--- config.mk ---
export PLATFORM = sky130hd
export DESIGN_NAME = div_iter
export DESIGN_NICKNAME = d
export VERILOG_FILES = /design/src/rtl/div_pkg.sv /design/src/rtl/div_step.sv /design/src/rtl/div_iter.sv
export SDC_FILE = /design/constraint.sdc
export NUM_CORES = 1
export LEC_CHECK = 0
export ABC_AREA = 1
export CORE_ASPECT_RATIO = 1.5
export CORE_UTILIZATION = 40
export CTS_BUF_LIST = sky130_fd_sc_hd__clkbuf_8
export CTS_CLUSTER_DIAMETER = 100
export DETAILED_ROUTE_END_ITERATION = 8
export PLACE_DENSITY = 0.68
export REMOVE_ABC_BUFFERS = 1
export SLEW_MARGIN = 5
export SYNTH_ARGS = -nofsm -noshare
export SYNTH_HDL_FRONTEND = slang
export SYNTH_HIERARCHICAL = 1
export SYNTH_SLANG_ARGS = --single-unit
--- constraint.sdc ---
create_clock -name clk -period 7.2 [get_ports clk]
set_clock_uncertainty 0.2 [all_clocks]
set_input_delay 2.16 -clock clk [delete_from_list [all_inputs] [get_ports clk]]
set_output_delay 2.16 -clock clk [all_outputs]
set_load 0.03 [all_outputs]
--- src/rtl/div_pkg.sv ---
// Shared types and op-decoding helpers for the iterative RV32M divider.
package div_pkg;

    typedef enum logic [1:0] {
        OP_DIV  = 2'b00,
        OP_DIVU = 2'b01,
        OP_REM  = 2'b10,
        OP_REMU = 2'b11
    } div_op_t;

    typedef enum logic [1:0] {
        IDLE,
        BUSY,
        FIX,
        DONE
    } div_state_t;

    function automatic logic div_is_signed(div_op_t op);
        return (op == OP_DIV) || (op == OP_REM);
    endfunction

    function automatic logic div_is_rem(div_op_t op);
        return (op == OP_REM) || (op == OP_REMU);
    endfunction

endpackage

--- src/rtl/div_step.sv ---
// One restoring-division step: shift {rem, quo} left, trial-subtract the divisor,
// keep the difference when it does not borrow.
module div_step #(
    parameter int unsigned BITS = 32
) (
    input  logic [BITS-1:0] rem,
    input  logic [BITS-1:0] quo,
    input  logic [BITS-1:0] divisor,
    output logic [BITS-1:0] rem_next,
    output logic [BITS-1:0] quo_next
);

    logic [BITS:0] shifted;
    logic [BITS:0] trial;

    // rem < divisor on entry, so the top bit of trial is a clean borrow flag
    always_comb begin
        shifted  = {rem, quo[BITS-1]};
        trial    = shifted - {1'b0, divisor};
        rem_next = trial[BITS] ? shifted[BITS-1:0] : trial[BITS-1:0];
        quo_next = {quo[BITS-2:0], ~trial[BITS]};
    end

endmodule

--- src/rtl/div_iter.sv ---
// Iterative DIV/DIVU/REM/REMU unit: one restoring step per clock, sign fix-up
// in a final cycle, divide-by-zero and signed overflow answered at accept.
module div_iter
    import div_pkg::*;
#(
    parameter int unsigned BITS = 32
) (
    input  logic            clk,
    input  logic            reset_n,
    input  logic            in_valid,
    output logic            in_ready,
    input  logic [1:0]      op,
    input  logic [BITS-1:0] dividend,
    input  logic [BITS-1:0] divisor,
    input  logic            flush,
    output logic            out_valid,
    input  logic            out_ready,
    output logic [BITS-1:0] result
);

    localparam int unsigned CW = $clog2(BITS + 1);
    localparam logic [BITS-1:0] MIN_NEG = {1'b1, {(BITS-1){1'b0}}};

    div_state_t      state, state_nx;
    div_op_t         op_in, op_q;
    logic [CW-1:0]   count;
    logic [BITS-1:0] rem_q, quo_q, dsr_q, result_q;
    logic            qneg, rneg;

    logic            in_signed, dvd_neg, dsr_neg, dsr_zero, ovf, special;
    logic [BITS-1:0] dvd_mag, dsr_mag, special_res;
    logic [BITS-1:0] step_rem, step_quo, fix_quo, fix_rem;

    assign op_in = div_op_t'(op);

    always_comb begin
        in_signed   = div_is_signed(op_in);
        dvd_neg     = in_signed & dividend[BITS-1];
        dsr_neg     = in_signed & divisor[BITS-1];
        dvd_mag     = dvd_neg ? -dividend : dividend;
        dsr_mag     = dsr_neg ? -divisor : divisor;
        dsr_zero    = (divisor == '0);
        ovf         = in_signed && (dividend == MIN_NEG) && (divisor == '1);
        special     = dsr_zero || ovf;
        special_res = '0;
        if (div_is_rem(op_in)) begin
            special_res = dsr_zero ? dividend : '0;
        end else begin
            special_res = dsr_zero ? '1 : dividend;
        end
    end

    div_step #(.BITS(BITS)) u_step (
        .rem      (rem_q),
        .quo      (quo_q),
        .divisor  (dsr_q),
        .rem_next (step_rem),
        .quo_next (step_quo)
    );

    always_comb begin
        fix_quo = qneg ? -quo_q : quo_q;
        fix_rem = rneg ? -rem_q : rem_q;
    end

    always_ff @(posedge clk or negedge reset_n) begin
        if (!reset_n) begin
            state <= IDLE;
        end else begin
            state <= state_nx;
        end
    end

    always_comb begin
        state_nx = state;
        if (flush) begin
            state_nx = IDLE;
        end else begin
            unique case (state)
                IDLE: if (in_valid) state_nx = special ? DONE : BUSY;
                BUSY: if (count == CW'(1)) state_nx = FIX;
                FIX:  state_nx = DONE;
                DONE: if (out_ready) state_nx = IDLE;
                default: state_nx = IDLE;
            endcase
        end
    end

    always_comb begin
        in_ready  = (state == IDLE);
        out_valid = (state == DONE);
        result    = result_q;
    end

    // Datapath is frozen while flushing so an aborted op never touches result_q
    always_ff @(posedge clk or negedge reset_n) begin
        if (!reset_n) begin
            op_q     <= OP_DIV;
            count    <= '0;
            rem_q    <= '0;
            quo_q    <= '0;
            dsr_q    <= '0;
            result_q <= '0;
            qneg     <= 1'b0;
            rneg     <= 1'b0;
        end else if (!flush) begin
            unique case (state)
                IDLE: begin
                    if (in_valid) begin
                        op_q  <= op_in;
                        qneg  <= dvd_neg ^ dsr_neg;
                        rneg  <= dvd_neg;
                        dsr_q <= dsr_mag;
                        quo_q <= dvd_mag;
                        rem_q <= '0;
                        count <= CW'(BITS);
                        if (special) begin
                            result_q <= special_res;
                        end
                    end
                end
                BUSY: begin
                    rem_q <= step_rem;
                    quo_q <= step_quo;
                    count <= count - CW'(1);
                end
                FIX: begin
                    result_q <= div_is_rem(op_q) ? fix_rem : fix_quo;
                end
                default: ;
            endcase
        end
    end

`ifdef FORMAL
    logic [BITS-1:0] f_a, f_b;
    div_op_t         f_op;
    logic            f_live;

    function automatic logic [BITS-1:0] f_ref(div_op_t o, logic [BITS-1:0] a, logic [BITS-1:0] b);
        if (b == '0) return div_is_rem(o) ? a : '1;
        if (div_is_signed(o) && a == MIN_NEG && b == '1) return div_is_rem(o) ? '0 : a;
        if (div_is_signed(o)) return div_is_rem(o) ? $signed(a) % $signed(b) : $signed(a) / $signed(b);
        return div_is_rem(o) ? a % b : a / b;
    endfunction

    always_ff @(posedge clk or negedge reset_n) begin
        if (!reset_n) begin
            f_live <= 1'b0;
            f_a    <= '0;
            f_b    <= '0;
            f_op   <= OP_DIV;
        end else if (flush) begin
            f_live <= 1'b0;
        end else if (in_valid && in_ready) begin
            f_a    <= dividend;
            f_b    <= divisor;
            f_op   <= op_in;
            f_live <= 1'b1;
        end else if (out_valid && out_ready) begin
            f_live <= 1'b0;
        end
    end

    always_comb begin
        if (reset_n) assert (!(in_ready && out_valid));
    end

    a_hold: assert property (@(posedge clk) disable iff (!reset_n)
        out_valid && !out_ready |=> $stable(result));

    a_ref: assert property (@(posedge clk) disable iff (!reset_n)
        out_valid && f_live |-> result == f_ref(f_op, f_a, f_b));
`endif

endmodule

### After elaboration in Yosys (flattened, before gate mapping)

Cells that the tools add are included.

| operators by class | value |
|---|---|
| divide/modulo/power cells | 0 |
| bitwise logic cells | 5 |
| eq/ne operators | 15 |
| reduce and logical (&&, ||, !) cells | 15 |
| shifts and indexed selects | 0 |
| $mul | 0 |
| order comparisons | 0 |
| add/sub/neg operators | 6 |
| mux-type cells | 24 |

Operators by type and width:

| operator | number |
|---|---|
| 32-bit 2-to-1 mux | 13 |
| 32-bit one-hot mux with 2 select lines | 3 |
| 32-bit negator | 4 |
| 32-bit == test, second input constant | 2 |
| 33-bit by 32-bit subtractor with 33-bit output | 1 |
| 32-bit zero test | 1 |
| 2-bit == test, second input constant | 6 |
| 6-bit one-hot mux with 2 select lines | 1 |
| 2-bit 2-to-1 mux | 5 |
| 3-bit AND reduction | 3 |
| 2-bit one-hot mux with 4 select lines | 1 |
| 6-bit by 1-bit == test with 1-bit output, second input constant | 1 |
| 6-bit 2-to-1 mux | 1 |
| 3-bit by 2-bit != test with 1-bit output, second input constant | 2 |
| 6-bit by 1-bit subtractor with 6-bit output, second input constant | 1 |
| 2-bit zero test | 2 |
| 1-bit logical OR | 4 |
| 4-bit AND reduction | 1 |
| 2-bit nonzero test | 2 |
| 3-bit != test, second input constant | 1 |
| 1-bit bitwise AND | 2 |
| 2-bit by 1-bit == test with 1-bit output, second input constant | 1 |
| 1-bit logical AND | 2 |
| 2-bit by 1-bit != test with 1-bit output, second input constant | 1 |
| other kinds (3) | 4 |

| word-level totals | value |
|---|---|
| memories kept | 0 |
| output and inout bits | 34 |
| word-level logic and storage cells | 74 |
| memory bits (writable) | 0 |
| bits in latches | 0 |
| ROM bits | 0 |
| bits of input ports | 71 |
| register bits after elaboration | 140 |

### Longest topological paths before layout

Gate-level depths: netlist of run 1.

| logic depth | value |
|---|---|
| depth in word-level cells | 9 |
| mapped depth | 19 |
| gate-level depth less buffers | 18 |

### Hierarchy

Netlist of run 1, hierarchy kept.

Modules (own cells, without submodules):

| module | area an instance (um^2) | cells each | times used |
|---|---|---|---|
| div_iter | 10691.5 | 1716 | 1 |
| div_step | 3383.2 | 711 | 1 |

### Worst setup path before layout of run 1

Ideal clock, no wire load.

| timing | value |
|---|---|
| path type | input-to-reg |
| start point | in divisor[0] |
| end point | reg result_q[2], in the netlist result[2] |
| slack | 3.385 ns |
| path buffers | 1 |
| cell stages on the path | 12 |
| arrival | 3.493 ns |
| cells stage by stage | inv_1 ha_1 nand2_2 nor2_4 nand3_2 nor2_2 nand4_4 nand3_4 nand2_4 buf_2 nand2_1 o21ai_1 |

| between the ends | value |
|---|---|
| longest elaborated chain between the ends | 6 |
| elaborated cells on any way between the ends | 12 |
| those cells by class | eq/ne: 2; mux: 6; reduce/logical: 4 |

Ends and longest elaborated chain:

| item | line | text |
|---|---|---|
| start, declared | div_iter.sv:14 | `input logic [BITS-1:0] divisor,` |
| 32-bit zero test | div_iter.sv:42 | `dsr_zero = (divisor == '0);` |
| 32-bit 2-to-1 mux, on equally long branches | div_iter.sv:49, div_iter.sv:47 |  |
| 32-bit 2-to-1 mux | div_iter.sv:46 | `if (div_is_rem(op_in)) begin` |
| 32-bit 2-to-1 mux | div_iter.sv:117 | `if (special) begin` |
| 32-bit 2-to-1 mux | div_iter.sv:109 | `if (in_valid) begin` |
| 32-bit one-hot mux with 2 select lines | div_iter.sv:107 | `unique case (state)` |
| end signal, assigned | div_iter.sv:118 | `result_q <= special_res;` |
| end signal, assigned | div_iter.sv:128 | `result_q <= div_is_rem(op_q) ? fix_rem : fix_quo;` |
| end, declared | div_iter.sv:27 | `logic [BITS-1:0] rem_q, quo_q, dsr_q, result_q;` |

Several ways; a longest one is shown, not always the timed one. The select of a mux whose other input is x is not followed.
A chain may end at the register's enable or synchronous reset.

### Worst setup path after layout of run 1

| timing | value |
|---|---|
| start point | in dividend[18] |
| end point | reg result_q[3], in the netlist result[3] |

| between the ends | value |
|---|---|
| longest elaborated chain between the ends | 6 |

Ends and longest elaborated chain:

| item | line | text |
|---|---|---|
| start, declared | div_iter.sv:13 | `input logic [BITS-1:0] dividend,` |
| 32-bit == test | div_iter.sv:43 | `ovf = in_signed && (dividend == MIN_NEG) && (divisor == '1);` |
| 1-bit logical AND (2 in series) | div_iter.sv:43 |  |
| 1-bit logical OR | div_iter.sv:44 | `special = dsr_zero \|\| ovf;` |
| 2-bit by 1-bit != test with 1-bit output (no source line) | -- |  |
| 4-bit AND reduction (no source line) | -- |  |

No other way between the ends.

==> results.ini, run 1 <==
[synthesis]
synth_top_area_share_pct=24.71
syn_inst=2427
synth_most_common_cell=nand2_1
synthTopCellsByCount=889 x nand2_1, 285 x inv_1, 264 x nor2_1
yosysUniqueCellTypes=47
synth-edff-count=0
yosys.area.top_type=dfrtp_1
synthTopCellsByArea=dfrtp_1 25%, nand2_1 24%, inv_1 7.6%
seq_area_frac_synth_pct=24.71
ys_warn_count=6
synth_seq_cells=139
syn-cell-area_um2=14070
synth_ff_type=dfrtp_1
avgSynthCellArea_um2=5.799
async_flop_share_pct=100.0

[cells_and_area]
drive_above_1_share_pct=4.332
nFillCells=3790
multiInputGateArea_um2=8887
area_growth_pct=10.91
fin_nets=2572
regArea_um2=3478

[worst_setup_path]
r2r_cells=9
cp-start-kind=input pin
critical_path_required_ns=7.43
worstSetupPathType=in2reg
critPathArrivalTime_ns=5.04
worstPathMaxFanout=42
r2r_start=state[0]
r2r_end=result[3]
rrSetupSlack_ns=3.58
critPathCaptureType=flop

[route]
antenna_left=0
drt-vias-per-instance=5.289
wl_per_cell_um=17.63
vias=15540
dr.pass1.iters=6
wl_um=51800
drt_iter0_drc=1159
route.detailed.drc=0

[die]
die-area_um2=35960
die_w_um=155.2
pin_count=105
start_util_pct=40.82
core_um2=34480
fp-row-count=83
die_height_um=231.7

[timing]
relSlewSlack_pct=24.67
timing.hold.ws_ns=0.2877
hold_viol=0
slew_violations=0
finalSetupTns_ns=0
rsz0062_at_grt=no
final.period_utilization_pct=66.85
setup_violations=0
max_freq_ghz=0.2078
fin_crit_ns=4.813
tightest_slew_ns=1.129

[clock_network]
clockBufferDepth=2
cts_tree=done
insertion_delay_ns=0.50
h-tree-depth=4
postCtsResizedCells=0
cts-root-buf=clkbuf_8
cts-buffers-inserted=17
path_clk_slew_ns=0.09
postCtsSetupRepairBufs=0
numClockSinks=139
ctsHoldBuffers=0

[global_routing]
grt_usage_pct=29.38
grt_pass1_vias=14707
overflow=0
antenna_found_initial=1
grt_max_degree=88
grt_pass1_wl_um=80410

[worst_hold_path]
whs_path_depth=2
hp-start=dsr_q[11]
hold_path_end=dsr_q[11]
min_path_type=reg2reg

[power_and_ir_drop]
ir_worst_vdd_uv=147.3
p_per_area_nw_per_um2=383.7
finalPower_mw=5.989
p_leak_nw=8.152

[placement]
gp_congestion=0.9971
place_hpwl_um=41320
port_buffers=104

[run]
drv_cap=0

[status]
status=finished clean

-- worst max path at each step --
stage | depth (start not counted) | startpoint | end | slack, ns
after detailed placement | 11 | divisor[22] | result[2] | 1.73
after global placement | 13 | divisor[26] | result[10] | 1.77
final | 12 | dividend[18] | result[3] | 2.39
after floorplan | 8 | flush | count[5] | 2.28
after CTS | 13 | divisor[22] | result[10] | 2.26
after global routing | 12 | dividend[18] | result[3] | 2.22
-- power by group --
part           switching (mW)  total [mW]  leakage (nW)  internal, mW
Sequential              0.356        1.44          1.78          1.08
Combinational            2.65        3.87          6.16          1.22
Clock                   0.382       0.676         0.205         0.294
-- layout make-up --
type | instances | area share [%]
inverters | 294 | 7.078
flip-flops and latches | 139 | 22.28
clock buffers | 17 | 1.499
well taps | 467 | 3.743
repair buffers | 118 | 7.350
multi-input cells | 1887 | 56.93
diodes | 1 | 0.01603
clock inverters | 15 | 1.098
-- logic make-up (layout without fill, tap and decap cells) --
family	Yosys count	in the layout	synth area share [%]
other cells	0	1	0
compound gates	309	309	11.80
xor+xnor	51	51	3.174
simple gates	1483	1483	44.11
fa+ha+maj	44	44	3.965
flops	139	139	24.71
buf+inv	401	444	12.24
-- placed cells by master (no fill, tap or decap), types with 3 or more instances in the layout --
master / n
and3_1: 3
nand3b_1: 11
inv_8: 5
nand3_2: 6
o22ai_1: 6
and2_1: 4
inv_1: 285
nor2_1: 263
nand2_1: 889
nand3_1: 211
clkdlybuf4s50_1: 103
a21oi_1: 79
o21ai_1: 13
or2_2: 3
buf_4: 14
nand2_4: 3
nor3_1: 21
o21bai_1: 9
a21oi_2: 3
o211ai_1: 15
ha_1: 43
clkbuf_8: 17
inv_2: 7
nor2_2: 19
o21ai_0: 167
xor2_1: 43
a31oi_1: 9
xnor2_1: 8
nor2_4: 5
nand4_1: 28
nand2_2: 9
inv_6: 7
dfrtp_1: 139
-- worst max-delay path: stages --
cell and delay (ns):
clkdlybuf4s50_1 0.63, nor2_1 0.30, nand2_1 0.10, nor2_2 0.17
nand3_2 0.15, nor2_2 0.30, nand3_2 0.14, nand3_4 0.17
nand2_4 0.34, clkinv_2 0.35, o21ai_0 0.13, nand2_1 0.07
-- per-stage QoR --
stage	utilization (%)	instance area (um^2)	worst slack [ns]	std cells
after floorplan	-	13460	2.284	2320
after global placement	44.08	15200	1.775	2905
after detailed placement	44.08	15200	1.732	2905
after CTS	45.25	15600	2.262	2937
after global routing	45.28	15610	2.215	2938
final	45.28	15610	2.387	2938
-- metal layers --
metal / global-route usage, % / part of all wire, % / vias to the layer above
met1: 32.72 / 39 / 7172
li1: - / - / 7724
met4: 18.47 / 6.2 / 0
met3: 2.893 / 3.9 / 142
met2: 53.24 / 51 / 502
met5: 0 / 0 / -
-- state kept, by name, summed over array words and instances, names as in the netlist --
signal and flops:
qneg 1, quo_q 32, rem_q 32, state 2, count 6, result 32
rneg 1, dsr_q 32, op_q 1
(Power assumes the default switching activity.)
==> inputs of run 2 (changes only) <==
- PLACE_DENSITY: 0.68 -> 0.7
- clock period: 7.2 -> 4 ns (I/O delays scaled with it)
==> run 2 against run 1 <==
Compared with the run above: sequential share of layout area shrank 0.34 points; total power grew 79%; worst setup slack lost 1.9 ns; clock power grew 61%; critical endpoint is now in_ready; routed wire length shrank 0.32%; global-route usage shrank 0.29 points; first-iteration DRC count shrank 10%; register-to-register slack lost 2.8 ns; utilization grew 0.70 points; critical path depth shrank 9; die area is the same.
==> results.ini, run 2 (synthesized netlist as in run 1, its figures left out) <==
[clock_network]
insertion_delay_ns=0.49  ; about the same
cts-root-buf=clkbuf_8
numClockSinks=139  ; unchanged
postCtsSetupRepairBufs=0  ; unchanged
postCtsResizedCells=0  ; unchanged
cts-buffers-inserted=17  ; unchanged
path_clk_slew_ns=0.09  ; about the same
cts_tree=done
h-tree-depth=4  ; unchanged
ctsHoldBuffers=0  ; unchanged
clockBufferDepth=2  ; unchanged

[global_routing]
overflow=0  ; unchanged
grt_usage_pct=29.08  ; -0.29 points
grt_max_degree=56  ; -36%
grt_pass1_vias=14814  ; +0.73%
grt_pass1_wl_um=79870  ; -0.67%
antenna_found_initial=1  ; unchanged

[cells_and_area]
nFillCells=3830  ; +1.1%
area_growth_pct=12.61
final_cell_mix=889 x nand2_1, 286 x inv_1, 263 x nor2_1, 211 x nand3_1, 167 x o21ai_0
fin_nets=2605  ; +1.3%
drive_above_1_share_pct=5.516  ; +1.2 points
final_common_cell=nand2_1
final-instance-count-excl-fill=2970  ; +1.1%

[die]
pin_count=105  ; unchanged
core_um2=34480  ; unchanged
die_w_um=155.2  ; unchanged
fp-row-count=83  ; unchanged
die_height_um=231.7  ; unchanged
start_util_pct=40.82  ; unchanged
die-area_um2=35960  ; unchanged

[placement]
port_buffers=104  ; unchanged
place_hpwl_um=42060  ; +1.8%
post-place-ws_ns=0.1795  ; -1.552 ns
gp_congestion=0.9901  ; -0.70%
dp.cells=2938  ; +1.1%

[run]
drv_cap=0  ; unchanged

[route]
antenna_left=0  ; unchanged
route.detailed.drc=0  ; unchanged
drt_iter0_drc=1038  ; -10%
wl_per_cell_um=17.38  ; -1.4%
vias=15547  ; +0.045%
wl_um=51630  ; -0.32%
dr.pass1.iters=6  ; unchanged
drt-vias-per-instance=5.235  ; -1.0%

[power_and_ir_drop]
p_switching_mw=6.020  ; +77%
pwr-share-comb_pct=65.5  ; +0.8 points
p_per_area_nw_per_um2=676.2  ; +76%
p_leak_nw=8.298  ; +1.8%
sw_frac_of_total_pct=56.17  ; -0.48 points
seqPwrFrac_pct=24.4  ; +0.4 points
ir_worst_vdd_uv=292.2  ; +98%
clock_power_share_pct=10.1  ; -1.2 points
p_int_mw=4.697  ; +81%

[timing]
setup_violations=0  ; unchanged
final.period_utilization_pct=87.28
max_freq_ghz=0.2864
relSlewSlack_pct=34.64  ; +10 points
tightest_slew_ns=0.9793  ; -0.1495 ns
hold_viol=0  ; unchanged
rsz0062_at_grt=no
fin_crit_ns=3.491
fin_ws_ns=0.5087  ; -1.878 ns
slew_violations=0  ; unchanged

[worst_setup_path]
critPathCaptureType=output pin
worstSetupPathType=reg2out
worstPathMaxFanout=6  ; -86%
critPathArrivalTime_ns=2.09  ; -2.95 ns
critical_path_required_ns=2.60  ; -4.83 ns
cp-start-kind=flop

[status]
status=finished clean

[worst_hold_path]
min_path_type=reg2reg

[run 2: power by group through the flow]
stage,Sequential [mW],Clock (mW),Combinational (mW)
after floorplan,2.67,0,4.45
after global placement,2.61,0,6.88
after detailed placement,2.62,0,6.94
after CTS,2.59,1.10,6.98
after global routing,2.68,1.14,7.82
final,2.61,1.09,7.02
[run 2: metrics by stage]
stage	setup TNS [ns]	hold WS, ns	area (um^2)	total power [mW]	utilization [%]
after floorplan	-8.053	0.2491	13460	7.121	-
after global placement	0	0.2703	15490	9.487	44.94
after detailed placement	0	0.2711	15490	9.556	44.94
after CTS	0	0.2918	15850	10.67	45.96
after global routing	0	0.3119	15850	11.64	45.97
final	0	0.2875	15850	10.72	45.97
[run 2: worst max-delay path: stages (launching register included)]
cell and delay (ns):
dfrtp_1 0.41, inv_1 0.11, ha_1 0.34, clkdlybuf4s50_1 0.73
[run 2: per-layer routing]
layer	track usage, %	wire length (um)	vias up
met5	0	0	-
met4	18.90	3478	0
met3	2.482	2009	129
met2	54.34	26730	457
met1	31.04	19420	7172
li1	-	-	7789
[run 2: path summary, 6_finish.rpt]
path                           start  slack [ns]  cells after the start         to
setup / recovery            state[0]        0.51                      3   in_ready
hold / removal             dsr_q[19]        0.29                      2  dsr_q[19]
setup reg to reg            dsr_q[0]        0.82                     17  rem_q[18]
hold reg to reg            dsr_q[19]        0.29                      2  dsr_q[19]
max in group asynchronous    reset_n        2.47                      2   rem_q[7]
min in group asynchronous    reset_n        0.43                      1   count[5]
[run 2: final cells by class]
| type | instances | area [um^2] | area share, % |
|---|---|---|---|
| Multi-Input combinational cell | 1887 | 8882 | 56.04 |
| Sequential cell | 139 | 3478 | 21.95 |
| Timing Repair Buffer | 151 | 1445 | 9.117 |
| Inverter | 294 | 1105 | 6.970 |
| Tap cell | 467 | 584.3 | 3.686 |
| Clock buffer | 18 | 247.7 | 1.563 |
| Clock inverter | 13 | 105.1 | 0.6631 |
| Antenna cell | 1 | 2.502 | 0.01579 |
